[config.mk]
export PLATFORM = sky130hd
export DESIGN_NAME = cpu_flat
export DESIGN_NICKNAME = d
export VERILOG_FILES = /design/src/rtl/cpu_if.sv /design/src/rtl/cpu.sv /design/src/flat_wrapper.sv
export SDC_FILE = /design/constraint.sdc
export NUM_CORES = 1
export LEC_CHECK = 0
export BUFFER_PORTS_ARGS = -buffer_cell sky130_fd_sc_hd__buf_2
export CAP_MARGIN = 20
export CORE_UTILIZATION = 55
export DETAILED_ROUTE_END_ITERATION = 7
export PLACE_DENSITY_LB_ADDON = 0.25
export SLEW_MARGIN = 10
export SYNTH_ARGS = -nofsm -noshare
export SYNTH_HDL_FRONTEND = slang
export SYNTH_SLANG_ARGS = --single-unit
[constraint.sdc]
create_clock -name clk -period 7.62 [get_ports clk]
set_input_delay 0.381 -clock clk [delete_from_list [all_inputs] [get_ports clk]]
set_output_delay 0.381 -clock clk [all_outputs]
set_load 0.01 [all_outputs]
[src/rtl/cpu_if.sv]
// rtl/cpu_if.sv - control, program-load, immediate and flag bundle for the cpu block
interface cpu_if #(
    parameter int DATA_W = 12
);
    logic              en;
    logic              we_IM;
    logic [31:0]       codein;
    logic [DATA_W-1:0] immd;
    logic              za;
    logic              zb;
    logic              eq;
    logic              gt;
    logic              lt;

    modport master (
        output en, we_IM, codein, immd,
        input  za, zb, eq, gt, lt
    );

    modport slave (
        input  en, we_IM, codein, immd,
        output za, zb, eq, gt, lt
    );
endinterface

[src/rtl/cpu.sv]
// rtl/cpu.sv - single-cycle 12-bit cpu with streamed instruction memory and registered flags
module cpu #(
    parameter int DATA_W   = 12,
    parameter int IM_DEPTH = 16,
    parameter int NREGS    = 16
) (
    input  logic clk,
    input  logic rst,
    cpu_if.slave bus
);
    localparam int PC_W = $clog2(IM_DEPTH);

    logic [31:0]       im   [IM_DEPTH];
    logic [DATA_W-1:0] regs [NREGS];
    logic [PC_W-1:0]   pc;
    logic [PC_W-1:0]   wp;
    logic [4:0]        flags_q;

    logic [15:0]       instr;
    logic [3:0]        op;
    logic [3:0]        rd;
    logic [3:0]        ra;
    logic [3:0]        rb;
    logic [DATA_W-1:0] a;
    logic [DATA_W-1:0] b;
    logic [DATA_W-1:0] alu_res;
    logic              wr_en;
    logic              flag_upd;
    logic [PC_W-1:0]   pc_next;
    logic [4:0]        flag_next;

    // Upper half of each stored word is kept but never decoded.
    assign instr = im[pc][15:0];
    assign op    = instr[15:12];
    assign rd    = instr[11:8];
    assign ra    = instr[7:4];
    assign rb    = instr[3:0];
    assign a     = regs[ra];
    assign b     = regs[rb];

    assign flag_next = {a == '0, b == '0, a == b, a > b, a < b};

    always_comb begin
        alu_res  = '0;
        wr_en    = 1'b0;
        flag_upd = 1'b0;
        pc_next  = pc + 1'b1;
        case (op)
            4'h1: begin alu_res = a + b;              wr_en = 1'b1; flag_upd = 1'b1; end
            4'h2: begin alu_res = a - b;              wr_en = 1'b1; flag_upd = 1'b1; end
            4'h3: begin alu_res = a & b;              wr_en = 1'b1; flag_upd = 1'b1; end
            4'h4: begin alu_res = a | b;              wr_en = 1'b1; flag_upd = 1'b1; end
            4'h5: begin alu_res = a ^ b;              wr_en = 1'b1; flag_upd = 1'b1; end
            4'h6: flag_upd = 1'b1;
            4'h7: begin alu_res = bus.immd;           wr_en = 1'b1; end
            4'h8: begin alu_res = a;                  wr_en = 1'b1; flag_upd = 1'b1; end
            4'h9: begin alu_res = a << 1;             wr_en = 1'b1; flag_upd = 1'b1; end
            4'hA: begin alu_res = a >> 1;             wr_en = 1'b1; flag_upd = 1'b1; end
            4'hB: begin alu_res = ~a;                 wr_en = 1'b1; flag_upd = 1'b1; end
            4'hC: pc_next = instr[PC_W-1:0];
            // Branch looks at the flags as they stand before this edge.
            4'hD: if (flags_q[2]) pc_next = instr[PC_W-1:0];
            default: ;
        endcase
    end

    always_ff @(posedge clk) begin
        if (rst) begin
            pc      <= '0;
            wp      <= '0;
            flags_q <= '0;
            for (int i = 0; i < NREGS; i++)    regs[i] <= '0;
            for (int i = 0; i < IM_DEPTH; i++) im[i]   <= '0;
        end else if (bus.we_IM) begin
            // Program loading always wins over execution in the same cycle.
            im[wp] <= bus.codein;
            wp     <= wp + 1'b1;
        end else if (bus.en) begin
            pc <= pc_next;
            if (wr_en)    regs[rd] <= alu_res;
            if (flag_upd) flags_q  <= flag_next;
        end
    end

    assign bus.za = flags_q[4];
    assign bus.zb = flags_q[3];
    assign bus.eq = flags_q[2];
    assign bus.gt = flags_q[1];
    assign bus.lt = flags_q[0];
endmodule

[src/flat_wrapper.sv]
// flat-port wrapper written by rule: the top's interface ports become plain ports
module cpu_flat 
#(
    parameter int DATA_W   = 12,
    parameter int IM_DEPTH = 16,
    parameter int NREGS    = 16
)
  (clk, rst, bus_en, bus_we_IM, bus_codein, bus_immd, bus_za, bus_zb, bus_eq, bus_gt, bus_lt);
  cpu_if #(.DATA_W(DATA_W)) bus_i ();
  input  logic clk;
  input  logic rst;
  input wire logic [$bits(bus_i.en)-1:0] bus_en;
  input wire logic [$bits(bus_i.we_IM)-1:0] bus_we_IM;
  input wire logic [$bits(bus_i.codein)-1:0] bus_codein;
  input wire logic [$bits(bus_i.immd)-1:0] bus_immd;
  output wire logic [$bits(bus_i.za)-1:0] bus_za;
  output wire logic [$bits(bus_i.zb)-1:0] bus_zb;
  output wire logic [$bits(bus_i.eq)-1:0] bus_eq;
  output wire logic [$bits(bus_i.gt)-1:0] bus_gt;
  output wire logic [$bits(bus_i.lt)-1:0] bus_lt;
  assign bus_i.en = bus_en;
  assign bus_i.we_IM = bus_we_IM;
  assign bus_i.codein = bus_codein;
  assign bus_i.immd = bus_immd;
  assign bus_za = bus_i.za;
  assign bus_zb = bus_i.zb;
  assign bus_eq = bus_i.eq;
  assign bus_gt = bus_i.gt;
  assign bus_lt = bus_i.lt;
  cpu #(.DATA_W(DATA_W), .IM_DEPTH(IM_DEPTH), .NREGS(NREGS)) u_core (.clk(clk), .rst(rst), .bus(bus_i));
endmodule
==> run metrics, run 1 <==
status=complete, no violations; Max Freq=144 MHz; transition time of the tightest slew-check pin=1.15 ns; most used cells in the layout excluding fill and tap cells=sky130_fd_sc_hd__edfxtp_1, sky130_fd_sc_hd__and3_1, sky130_fd_sc_hd__nor2_1, sky130_fd_sc_hd__mux2i_1, sky130_fd_sc_hd__nand2_1; most common cell after layout, fill and taps aside=sky130_fd_sc_hd__edfxtp_1; post-layout power=7.35 mW; post-route clock period utilization=0.914; Max FO, Critical Path=40; count of buffers from port buffering=36; number of flops mapped to enable cells by yosys=448; Syn Std Cell Area=~25,000 um2; Worst Path Required=just under 8 ns; remaining number of nets flagged by the antenna check after routing=0; highest routed layer=met4; Worst Clk Skew=roughly 0.015 ns; peak per-stage delay on the critical path=~0.94 ns; standby leakage power=10.8 nW; final cell area excluding filler cells=27,400 um2; Worst Path Class, Setup=register to register; detailed-route wire length=69,400 um; share of synthesized area occupied by flip-flops and latches=0.544; dominant register cell in the synthesized netlist=sky130_fd_sc_hd__edfxtp_1; length of routed met2 wiring=34,300 um; last weighted congestion value of the routability-driven placer=0.899; number of nets at the end of the flow=around 2,100; I/O pin count=53; die boundary height=217 um; number of rows in the core area=78; count of distinct cell types in the synthesized netlist=94; crit path max-delay cell type=sky130_fd_sc_hd__mux2_2; critical path's most frequent cell=sky130_fd_sc_hd__o21ai_0; synthesized netlist net count=2,174; count of final hold-check violations=0; die outline area=about 47,000 um2; Routed met3 length=5310 um; Setup Total Neg Slack=0 ns; Power Dens Cells=269 nW/um2; count of maximum capacitance violations=0; Avg Synthesized Cell Area=approximately 12 um2; post-synthesis instance total=2,082; final count of negative-setup-slack endpoints=0; final critical delay including setup and external delays=about 7 ns; vias in the first global route=17,413; maximum number of pins on one net before global-route repair=70; total DRC errors in the routed layout=0; arrival time of data at the critical path endpoint=7.28 ns; routed via count divided by cell count=6.61; hpwl dp=43,000 um; non-filler instance count after layout=2,666; startpoint type of the worst setup path=register; share of layout cells above drive strength 1=0.141; total number of H-tree levels=2; clock tree from TritonCTS=yes; share of the synthesized area in the top cell type=0.530; CTS clk-pin slew, worst paths=0.06 ns; worst slack after detailed placement=0.602 ns; post-synthesis cell type with the largest combined area=sky130_fd_sc_hd__edfxtp_1; Post CTS Setup Buffer Count=0; unrepaired setup endpoints after global routing=no; total overflow reported by the global router=0; clock insertion delay at the later pin of the skew report=0.60 ns; Final Core Density=0.602; max-slew violation count=0; number of clock sinks=465; share of async-settable or async-resettable flops after synthesis=0; clock root buffer=sky130_fd_sc_hd__clkbuf_16; initial cell density of the core=0.558; initial antenna violation count=1; Seq cells post-synth=465; first-pass GRT wire length=104,000 um; drt first pass iters=6; Hold Crit Class=input port to register; CTS max path bufs=3; DR iter-0 viols=1,809; final-layout worst hold slack=0.233 ns; total number of vias=17,630; number of buffers created by CTS=49; Hold-fix buffers, CTS=0; All-Layer GR Usage=0.294; count of cells resized by post-cts repair=0; YS warnings=0; maximum vdd ir drop=0.000255 V; Met1 Routed Length=27,400 um; cell-by-cell listing of the critical path=mux4_2 -> mux2i_1 -> mux2_2 -> nor2_1 -> a32o_1 -> nor3_1 -> ha_1 -> inv_1 -> fa_1 -> nor2b_1 -> o21ai_0 -> a21oi_1 -> o21ai_0 -> a211oi_1 -> o21ai_0 -> a221o_1 -> nor3_4 -> nor2_1; Post-Place Cells=2,575; Routed WL per cell=26.0 um; placeable core region=45,500 um2; DIE WIDTH=around 220 um; category of the worst setup path capture point=register; max-slew headroom at the worst pin=0.237; growth of design area from synthesis to finish=7.84%; biggest area contributors in the synthesized netlist=sky130_fd_sc_hd__edfxtp_1, sky130_fd_sc_hd__and3_1, sky130_fd_sc_hd__mux2i_1, sky130_fd_sc_hd__mux4_2, sky130_fd_sc_hd__nor2_1; final worst-path setup slack=0.652 ns; area of placed instances=roughly 26,000 um2
==> per-layer routing <==
layer	vias to the layer above	global-route usage
met1	8777	0.390
li1	7767	-
met3	152	0.0340
met2	934	0.497
met4	0	0.114
met5	-	0
==> where the power goes <==
group	leakage, nW	internal (mW)	switching (mW)
sequential	4.77	2.90	0.0519
combinational	5.23	0.678	1.29
clock	0.779	1.41	1.02
==> critical path, delay by kind of cell (launching register included) <==
| family | cells | cell delay, ns |
|---|---|---|
| adders and majority gates | 2 | 0.77 |
| DFF | 1 | 0.73 |
| and+or+nand+nor | 5 | 1.56 |
| AOI/OAI and AO/OA | 7 | 1.58 |
| muxes | 3 | 1.89 |
| buffers and inverters | 1 | 0.08 |
==> Yosys cell counts, types with 18 or more instances <==
cell                       count
sky130_fd_sc_hd__nor2b_1      69
sky130_fd_sc_hd__inv_1        39
sky130_fd_sc_hd__mux4_2       66
sky130_fd_sc_hd__buf_6        18
sky130_fd_sc_hd__a211oi_1     22
sky130_fd_sc_hd__nand2b_1     22
sky130_fd_sc_hd__and3_1      261
sky130_fd_sc_hd__a21o_1       25
sky130_fd_sc_hd__a22oi_1      29
sky130_fd_sc_hd__a21oi_1      77
sky130_fd_sc_hd__nor2_1      209
sky130_fd_sc_hd__edfxtp_1    448
sky130_fd_sc_hd__mux2i_1     150
sky130_fd_sc_hd__nand2_1     120
sky130_fd_sc_hd__ha_1         42
sky130_fd_sc_hd__clkbuf_1    116
sky130_fd_sc_hd__buf_2        35
==> final timing paths <==
path | from | slack, ns | cells after the start | to
hold / removal | bus_we_IM | 0.23 | 3 | u_core.wp[0]$_SDFFE_PP0P_
setup / recovery | register | 0.65 | 18 | u_core.regs[10][8]$_SDFFCE_PN0P_
hold reg to reg | u_core.flags_q[3]$_SDFFE_PP0P_ | 0.45 | 2 | u_core.flags_q[3]$_SDFFE_PP0P_
setup reg to reg | register | 0.65 | 18 | u_core.regs[10][8]$_SDFFCE_PN0P_
==> area by class of cell <==
| type | instances | area [um2] |
|---|---|---|
| Clock inverter | 29 | 317 |
| Sequential cell | 465 | 13800 |
| Timing Repair Buffer | 87 | 583 |
| Clock buffer | 59 | 1280 |
| Fill cell | 3581 | 18100 |
| Antenna cell | 1 | 2.50 |
| Multi-Input combinational cell | 1382 | 10500 |
| Tap cell | 600 | 751 |
| Inverter | 43 | 161 |
==> kinds of logic (layout without fill, tap and decap cells) <==
| kind of cell | after synthesis | after routing | synth area share |
|---|---|---|---|
| xor gates and xnor gates | 7 | 7 | 0.00242 |
| adders and majority gates | 44 | 44 | 0.0223 |
| other | 0 | 1 | 0 |
| buffers and inverters | 235 | 218 | 0.0459 |
| muxes | 219 | 219 | 0.120 |
| and+or+nand+nor | 781 | 781 | 0.165 |
| DFF | 465 | 465 | 0.544 |
| AOI/OAI and AO/OA | 331 | 331 | 0.101 |
==> registers in the layout, indices dropped and copies added, names as in the netlist, named ones only <==
signal and flops:
u_core.pc 4, u_core.wp 4, u_core.flags_q 5, u_core.regs 192, u_core.im 256
No activity file was read; power rests on OpenSTA's default activity.
==> inputs of run 2 (changes only) <==
ABC_CLOCK_PERIOD_IN_PS = 7620   (was unset)
CORE_UTILIZATION = 40   (was 55)
RECOVER_POWER = 100   (was unset)
==> run 2 against run 1 <==
  * Routed wire length increased by 1.9%
  * Clock skew is 0.011 ns higher
  * Sequential share of layout area down 0.28 points
  * Sequential cell count unchanged
  * Register-to-register slack is essentially flat
  * Total power decreased by 3.2%
  * Highest routed layer is now met5
  * The flow now finishes with violations (max-capacitance violations, max-slew violations)
  * Via count is 2.6% lower
  * Final cell count rose by 9.6%
  * Global-route usage down 7.5 points
  * Die area up 37%
==> run metrics, run 2 (synthesis results as in run 1) <==
status=finished, violations left; violated checks=max-capacitance violations, max-slew violations; Post-Place Cells=2,828 (+9.8%); I/O pin count=53 (unchanged); remaining number of nets flagged by the antenna check after routing=0 (unchanged); startpoint type of the worst setup path=register; vias in the first global route=16,833 (-3.3%); hpwl dp=44,700 um (+3.8%); CTS clk-pin slew, worst paths=0.06 ns (about the same); max-slew headroom at the worst pin=-1.23 (-1.47); detailed-route wire length=70,700 um (+1.9%); Largest register FFs=256 (unchanged); count of buffers from port buffering=36 (unchanged); final cell area excluding filler cells=27,500 um2 (+0.58%); number of buffers created by CTS=48 (-2.0%); count of maximum capacitance violations=6 (+6); drt first pass iters=5 (-1); total overflow reported by the global router=0 (unchanged); Hold-fix buffers, CTS=0 (unchanged); standby leakage power=10.7 nW (-0.87%); count of cells resized by post-cts repair=0 (unchanged); die outline area=64,400 um2 (+37%); layout filler cell count=5,782 (+61%); Worst Clk Skew=0.0259 ns (+0.0105 ns); Routed WL per cell=24.2 um (-7.0%); clock root buffer=sky130_fd_sc_hd__clkbuf_16; Max FO, Critical Path=19 (-53%); most used cells in the layout excluding fill and tap cells=sky130_fd_sc_hd__edfxtp_1, sky130_fd_sc_hd__and3_1, sky130_fd_sc_hd__nor2_1, sky130_fd_sc_hd__mux2i_1, sky130_fd_sc_hd__nand2_1; post-route clock period utilization=0.913 (-0.00183); post-layout power=7.11 mW (-3.2%); routed via count divided by cell count=5.88 (-11%); non-filler instance count after layout=2,922 (+9.6%); placeable core region=62,200 um2 (+37%); transition time of the tightest slew-check pin=3.35 ns (+2.21 ns); final critical delay including setup and external delays=6.95 ns (-0.0139 ns); initial cell density of the core=0.408 (-0.150); CTS max path bufs=3 (unchanged); category of the worst setup path capture point=register; clock insertion delay at the later pin of the skew report=0.59 ns (about the same); count of final hold-check violations=0 (unchanged); growth of design area from synthesis to finish=8.46%; Worst Path Required=7.92 ns (about the same); total number of vias=17,173 (-2.6%); number of clock sinks=465 (unchanged); number of nets at the end of the flow=2,139 (+0.90%); DIE WIDTH=254 um (+17%); initial antenna violation count=5 (+4); share of layout cells above drive strength 1=0.130 (-0.0118); last weighted congestion value of the routability-driven placer=0.912 (+1.5%); Worst Path Class, Setup=register to register; Power Dens Cells=258 nW/um2 (-3.8%); registers with the highest flip-flop counts=u_core.im x256, u_core.regs x192, u_core.flags_q x5; maximum vdd ir drop=0.000158 V (-38%); max-slew violation count=394 (+394); unrepaired setup endpoints after global routing=no; first-pass GRT wire length=106,000 um (+1.1%); total DRC errors in the routed layout=0 (unchanged); arrival time of data at the critical path endpoint=7.26 ns (-0.02 ns); Max Freq=144 MHz (+0.20%); final count of negative-setup-slack endpoints=0 (unchanged); All-Layer GR Usage=0.219 (-0.0749); clock tree from TritonCTS=yes; most common cell after layout, fill and taps aside=sky130_fd_sc_hd__edfxtp_1; total number of H-tree levels=2 (unchanged); Hold Crit Class=input port to register; number of rows in the core area=91 (+17%); top register by number of flip-flops=u_core.im; DR iter-0 viols=1,734 (-4.1%); die boundary height=254 um (+17%); maximum number of pins on one net before global-route repair=70 (unchanged); Post CTS Setup Buffer Count=0 (unchanged); Setup Total Neg Slack=0 ns (unchanged); area of placed instances=26,200 um2 (+1.8%)
-- run 2: cell count changes in the layout (fill, tap and decap cells not counted), sizes merged --
cell,previous run,this run
clkbuf,59,89
bufinv,6,0
buf,87,83
clkinvlp,1,0
-- run 2: critical path, stage by stage (launching register included) --
cell                       delay (ns)
sky130_fd_sc_hd__dfxtp_4         0.60
sky130_fd_sc_hd__buf_4           0.43
sky130_fd_sc_hd__mux4_2          0.56
sky130_fd_sc_hd__a22o_1          0.25
sky130_fd_sc_hd__a221o_1         0.43
sky130_fd_sc_hd__nor2_1          0.55
sky130_fd_sc_hd__nand2_1         0.32
sky130_fd_sc_hd__o221ai_1        0.38
sky130_fd_sc_hd__a221oi_1        0.09
sky130_fd_sc_hd__clkbuf_1        0.16
sky130_fd_sc_hd__ha_1            0.38
sky130_fd_sc_hd__nor2b_1         0.16
sky130_fd_sc_hd__o21ai_0         0.21
sky130_fd_sc_hd__a21oi_1         0.10
sky130_fd_sc_hd__o21ai_0         0.35
sky130_fd_sc_hd__nand2b_1        0.13
sky130_fd_sc_hd__a221o_1         0.36
sky130_fd_sc_hd__o31a_1          0.11
sky130_fd_sc_hd__a211o_1         0.34
sky130_fd_sc_hd__a211oi_4        0.21
sky130_fd_sc_hd__clkbuf_2        0.40
sky130_fd_sc_hd__nor2_1          0.08
-- run 2: final cells by class --
cell class                 count  area (um2)  share of cell area
inverter                      43         161             0.00587
clock buffer                  65        1290              0.0467
antenna                        1        2.50           0.0000909
multi-input combinational   1382       10400               0.379
sequential                   465       13800               0.502
timing repair buffer         107         673              0.0245
tap                          837        1050              0.0381
clock inverter                22         110             0.00400
-- run 2: final timing paths --
kind | start | to | slack, ns | cells after the start
max | register | u_core.regs[2][6]$_SDFFCE_PN0P_ | 0.67 | 21
min | bus_we_IM | u_core.wp[1]$_SDFFE_PP0P_ | 0.16 | 3
max reg2reg | register | u_core.regs[2][6]$_SDFFCE_PN0P_ | 0.67 | 21
min reg2reg | u_core.flags_q[1]$_SDFFE_PP0P_ | u_core.flags_q[1]$_SDFFE_PP0P_ | 0.45 | 2
-- run 2: per-layer routing --
layer	up-vias	GRT usage	wire length (um)
li1	7807	-	-
met5	-	0	45
met1	8618	0.294	30000
met4	6	0.0830	2380
met3	129	0.0327	4330
met2	613	0.358	34000
-- run 2: power breakdown --
group	internal (mW)	total (mW)	switching, mW
logic	0.687	1.99	1.30
registers	2.90	2.95	0.0471
clock network	1.18	2.17	0.987
-- run 2: stage by stage --
stage,util,worst slack (ns),hold slack (ns)
6_report,0.443,0.666,0.160
5_1_grt,0.443,0.296,0.181
4_1_cts,0.444,0.657,0.142
3_5_place_dp,0.421,0.673,0.445
3_3_place_gp,0.421,0.760,0.442
2_1_floorplan,-,2.05,0.468
==> inputs of run 3 (changes only) <==
--- a/config.mk
+++ b/config.mk
@@ -10,2 +10,4 @@
 export CAP_MARGIN = 20
+export CORE_ASPECT_RATIO = 1.1
+export CORE_MARGIN = 3
 export CORE_UTILIZATION = 40
==> constraint.sdc (replaced) <==
create_clock -name clk -period 7.62 [get_ports clk]
set_input_delay 1.524 -clock clk [delete_from_list [all_inputs] [get_ports clk]]
set_output_delay 1.524 -clock clk [all_outputs]
set_load 0.01 [all_outputs]
==> run 3 against run 2 <==
  * The flow still finishes with violations (max-capacitance violations, max-slew violations)
  * Final cell count fell by 0.31%
  * First-iteration DRC count rose by 13%
  * Fmax fell by 3.2%
  * Via count rose by 2.0%
  * Combinational power barely moved
  * Sequential share of layout area fell by 0.11 points
  * Utilization fell by 0.20 points
  * Hold slack improved by 0.29 ns
  * Global-route usage rose by 0.053 points
  * Die area rose by 3.2%
  * Sequential power barely moved
  * Critical path type unchanged
  * Largest cell class unchanged
==> run metrics, run 3 (synthesis results as in run 1) <==
status=finished, violations left; violated checks=max-capacitance violations, max-slew violations; total overflow reported by the global router=0 (unchanged); clock root buffer=sky130_fd_sc_hd__clkbuf_16; count of cells resized by post-cts repair=0 (unchanged); number of rows in the core area=96 (+5.5%); routed via count divided by cell count=6.01 (+2.3%); most common cell after layout, fill and taps aside=sky130_fd_sc_hd__edfxtp_1; total number of vias=17,512 (+2.0%); final cell area excluding filler cells=27,600 um2 (+0.21%); initial cell density of the core=0.405 (-0.00269); clock tree from TritonCTS=yes; Max FO, Critical Path=18 (-1); first-pass GRT wire length=111,000 um (+4.9%); I/O pin count=53 (unchanged); detailed-route wire length=74,900 um (+5.9%); hpwl dp=46,100 um (+3.1%); number of clock sinks=465 (unchanged); Post CTS Setup Buffer Count=0 (unchanged); placeable core region=62,600 um2 (+0.66%); initial antenna violation count=4 (-1); DR iter-0 viols=1,956 (+13%); CTS clk-pin slew, worst paths=0.06 ns (about the same); worst slack after detailed placement=0.670 ns (-0.00286 ns); final worst-path setup slack=0.437 ns (-0.229 ns); Hold Crit Class=register to register; last weighted congestion value of the routability-driven placer=0.877 (-3.9%); count of buffers from port buffering=36 (unchanged); total DRC errors in the routed layout=0 (unchanged); count of final hold-check violations=0 (unchanged); final count of negative-setup-slack endpoints=0 (unchanged); maximum vdd ir drop=0.000186 V (+18%); Setup Total Neg Slack=0 ns (unchanged); area taken by flip-flops and latches=13,800 um2 (unchanged); Worst Path Class, Setup=register to register; Max Freq=139 MHz (-3.2%); transition time of the tightest slew-check pin=2.65 ns (-0.702 ns); arrival time of data at the critical path endpoint=7.51 ns (+0.25 ns); remaining number of nets flagged by the antenna check after routing=0 (unchanged); layout filler cell count=5,793 (+0.19%); count of maximum capacitance violations=7 (+1); drt first pass iters=5 (unchanged); category of the worst setup path capture point=register; Worst Path Required=7.95 ns (+0.03 ns); final critical delay including setup and external delays=7.18 ns (+0.229 ns); vias in the first global route=17,254 (+2.5%); registers with the highest flip-flop counts=u_core.im x256, u_core.regs x192, u_core.flags_q x5; Power Dens Cells=266 nW/um2 (+3.0%); post-route clock period utilization=0.943 (+0.0300); maximum number of pins on one net before global-route repair=70 (unchanged); area of placed instances=26,100 um2 (-0.25%); growth of design area from synthesis to finish=8.70%; max-slew violation count=311 (-21%); CTS max path bufs=3 (unchanged); Largest register FFs=256 (unchanged); total number of H-tree levels=2 (unchanged); Routed WL per cell=25.7 um (+6.3%); standby leakage power=10.7 nW (+0.36%); Hold-fix buffers, CTS=0 (unchanged); number of buffers created by CTS=50 (+4.2%); clock insertion delay at the later pin of the skew report=0.61 ns (+0.02 ns); Worst Clk Skew=0.0394 ns (+0.0135 ns); most used cells in the layout excluding fill and tap cells=sky130_fd_sc_hd__edfxtp_1, sky130_fd_sc_hd__and3_1, sky130_fd_sc_hd__nor2_1, sky130_fd_sc_hd__mux2i_1, sky130_fd_sc_hd__nand2_1; startpoint type of the worst setup path=register; top register by number of flip-flops=u_core.im; die boundary height=270 um (+6.4%); max-slew headroom at the worst pin=-0.767 (+0.468); share of layout cells above drive strength 1=0.133 (+0.00374); DIE WIDTH=246 um (-3.0%); die outline area=66,500 um2 (+3.2%); number of nets at the end of the flow=2,130 (-0.42%); All-Layer GR Usage=0.220 (+0.000531); unrepaired setup endpoints after global routing=no; multi-input combinational cell area=10,400 um2 (about the same)
-- run 3: where the power goes --
group          switching, mW  internal, mW  total [mW]
Clock                   1.05          1.32        2.37
Combinational           1.35         0.670        2.02
Sequential            0.0482          2.90        2.95
-- run 3: worst max-delay path, stage by stage, from the launching register on --
cell	delay (ns)
sky130_fd_sc_hd__dfxtp_1	0.75
sky130_fd_sc_hd__clkinv_1	0.14
sky130_fd_sc_hd__buf_4	0.28
sky130_fd_sc_hd__mux2i_1	0.23
sky130_fd_sc_hd__mux2i_4	0.75
sky130_fd_sc_hd__buf_4	0.43
sky130_fd_sc_hd__mux2i_1	0.15
sky130_fd_sc_hd__a32oi_1	0.22
sky130_fd_sc_hd__o221ai_1	0.30
sky130_fd_sc_hd__a221oi_1	0.69
sky130_fd_sc_hd__ha_1	0.42
sky130_fd_sc_hd__nor2b_1	0.16
sky130_fd_sc_hd__o21ai_0	0.26
sky130_fd_sc_hd__a21oi_1	0.11
sky130_fd_sc_hd__o21ai_0	0.33
sky130_fd_sc_hd__a211oi_1	0.19
sky130_fd_sc_hd__and3_1	0.23
sky130_fd_sc_hd__a221o_1	0.33
sky130_fd_sc_hd__nor3_4	0.13
sky130_fd_sc_hd__clkbuf_1	0.65
sky130_fd_sc_hd__nor2_1	0.11
-- run 3: layout make-up --
cell class	count	share of cell area
Clock buffer	62	0.0470
Timing Repair Buffer	96	0.0206
Inverter	43	0.00585
Multi-Input combinational cell	1382	0.378
Clock inverter	30	0.00998
Antenna cell	2	0.000182
Sequential cell	465	0.500
Tap cell	833	0.0378
-- run 3: worst paths after layout --
kind | from | end | slack, ns | depth (start not counted)
worst min-delay path | u_core.flags_q[1]$_SDFFE_PP0P_ | u_core.flags_q[1]$_SDFFE_PP0P_ | 0.45 | 2
worst min register to register | u_core.flags_q[1]$_SDFFE_PP0P_ | u_core.flags_q[1]$_SDFFE_PP0P_ | 0.45 | 2
worst max-delay path | register | u_core.regs[2][8]$_SDFFCE_PN0P_ | 0.44 | 20
worst max register to register | register | u_core.regs[2][8]$_SDFFCE_PN0P_ | 0.44 | 20
-- run 3: metrics by stage --
stage          utilization  std cells  hold slack (ns)  total power [mW]
6_report             0.441       2913            0.454              7.34
4_1_cts              0.442       2907            0.454              7.38
3_5_place_dp         0.417       2815            0.445              5.03
2_1_floorplan            -       2082            0.468              4.40
5_1_grt              0.441       2911            0.483              7.62
3_3_place_gp         0.416       2813            0.443              5.01
-- run 3: layer usage --
| metal | up-vias | global-route usage | share of wire |
|---|---|---|---|
| li1 | 7773 | - | - |
| met1 | 8904 | 0.294 | 0.42 |
| met2 | 680 | 0.363 | 0.49 |
| met3 | 151 | 0.0288 | 0.059 |
| met4 | 4 | 0.0839 | 0.036 |
| met5 | - | 0 | 0.00035 |
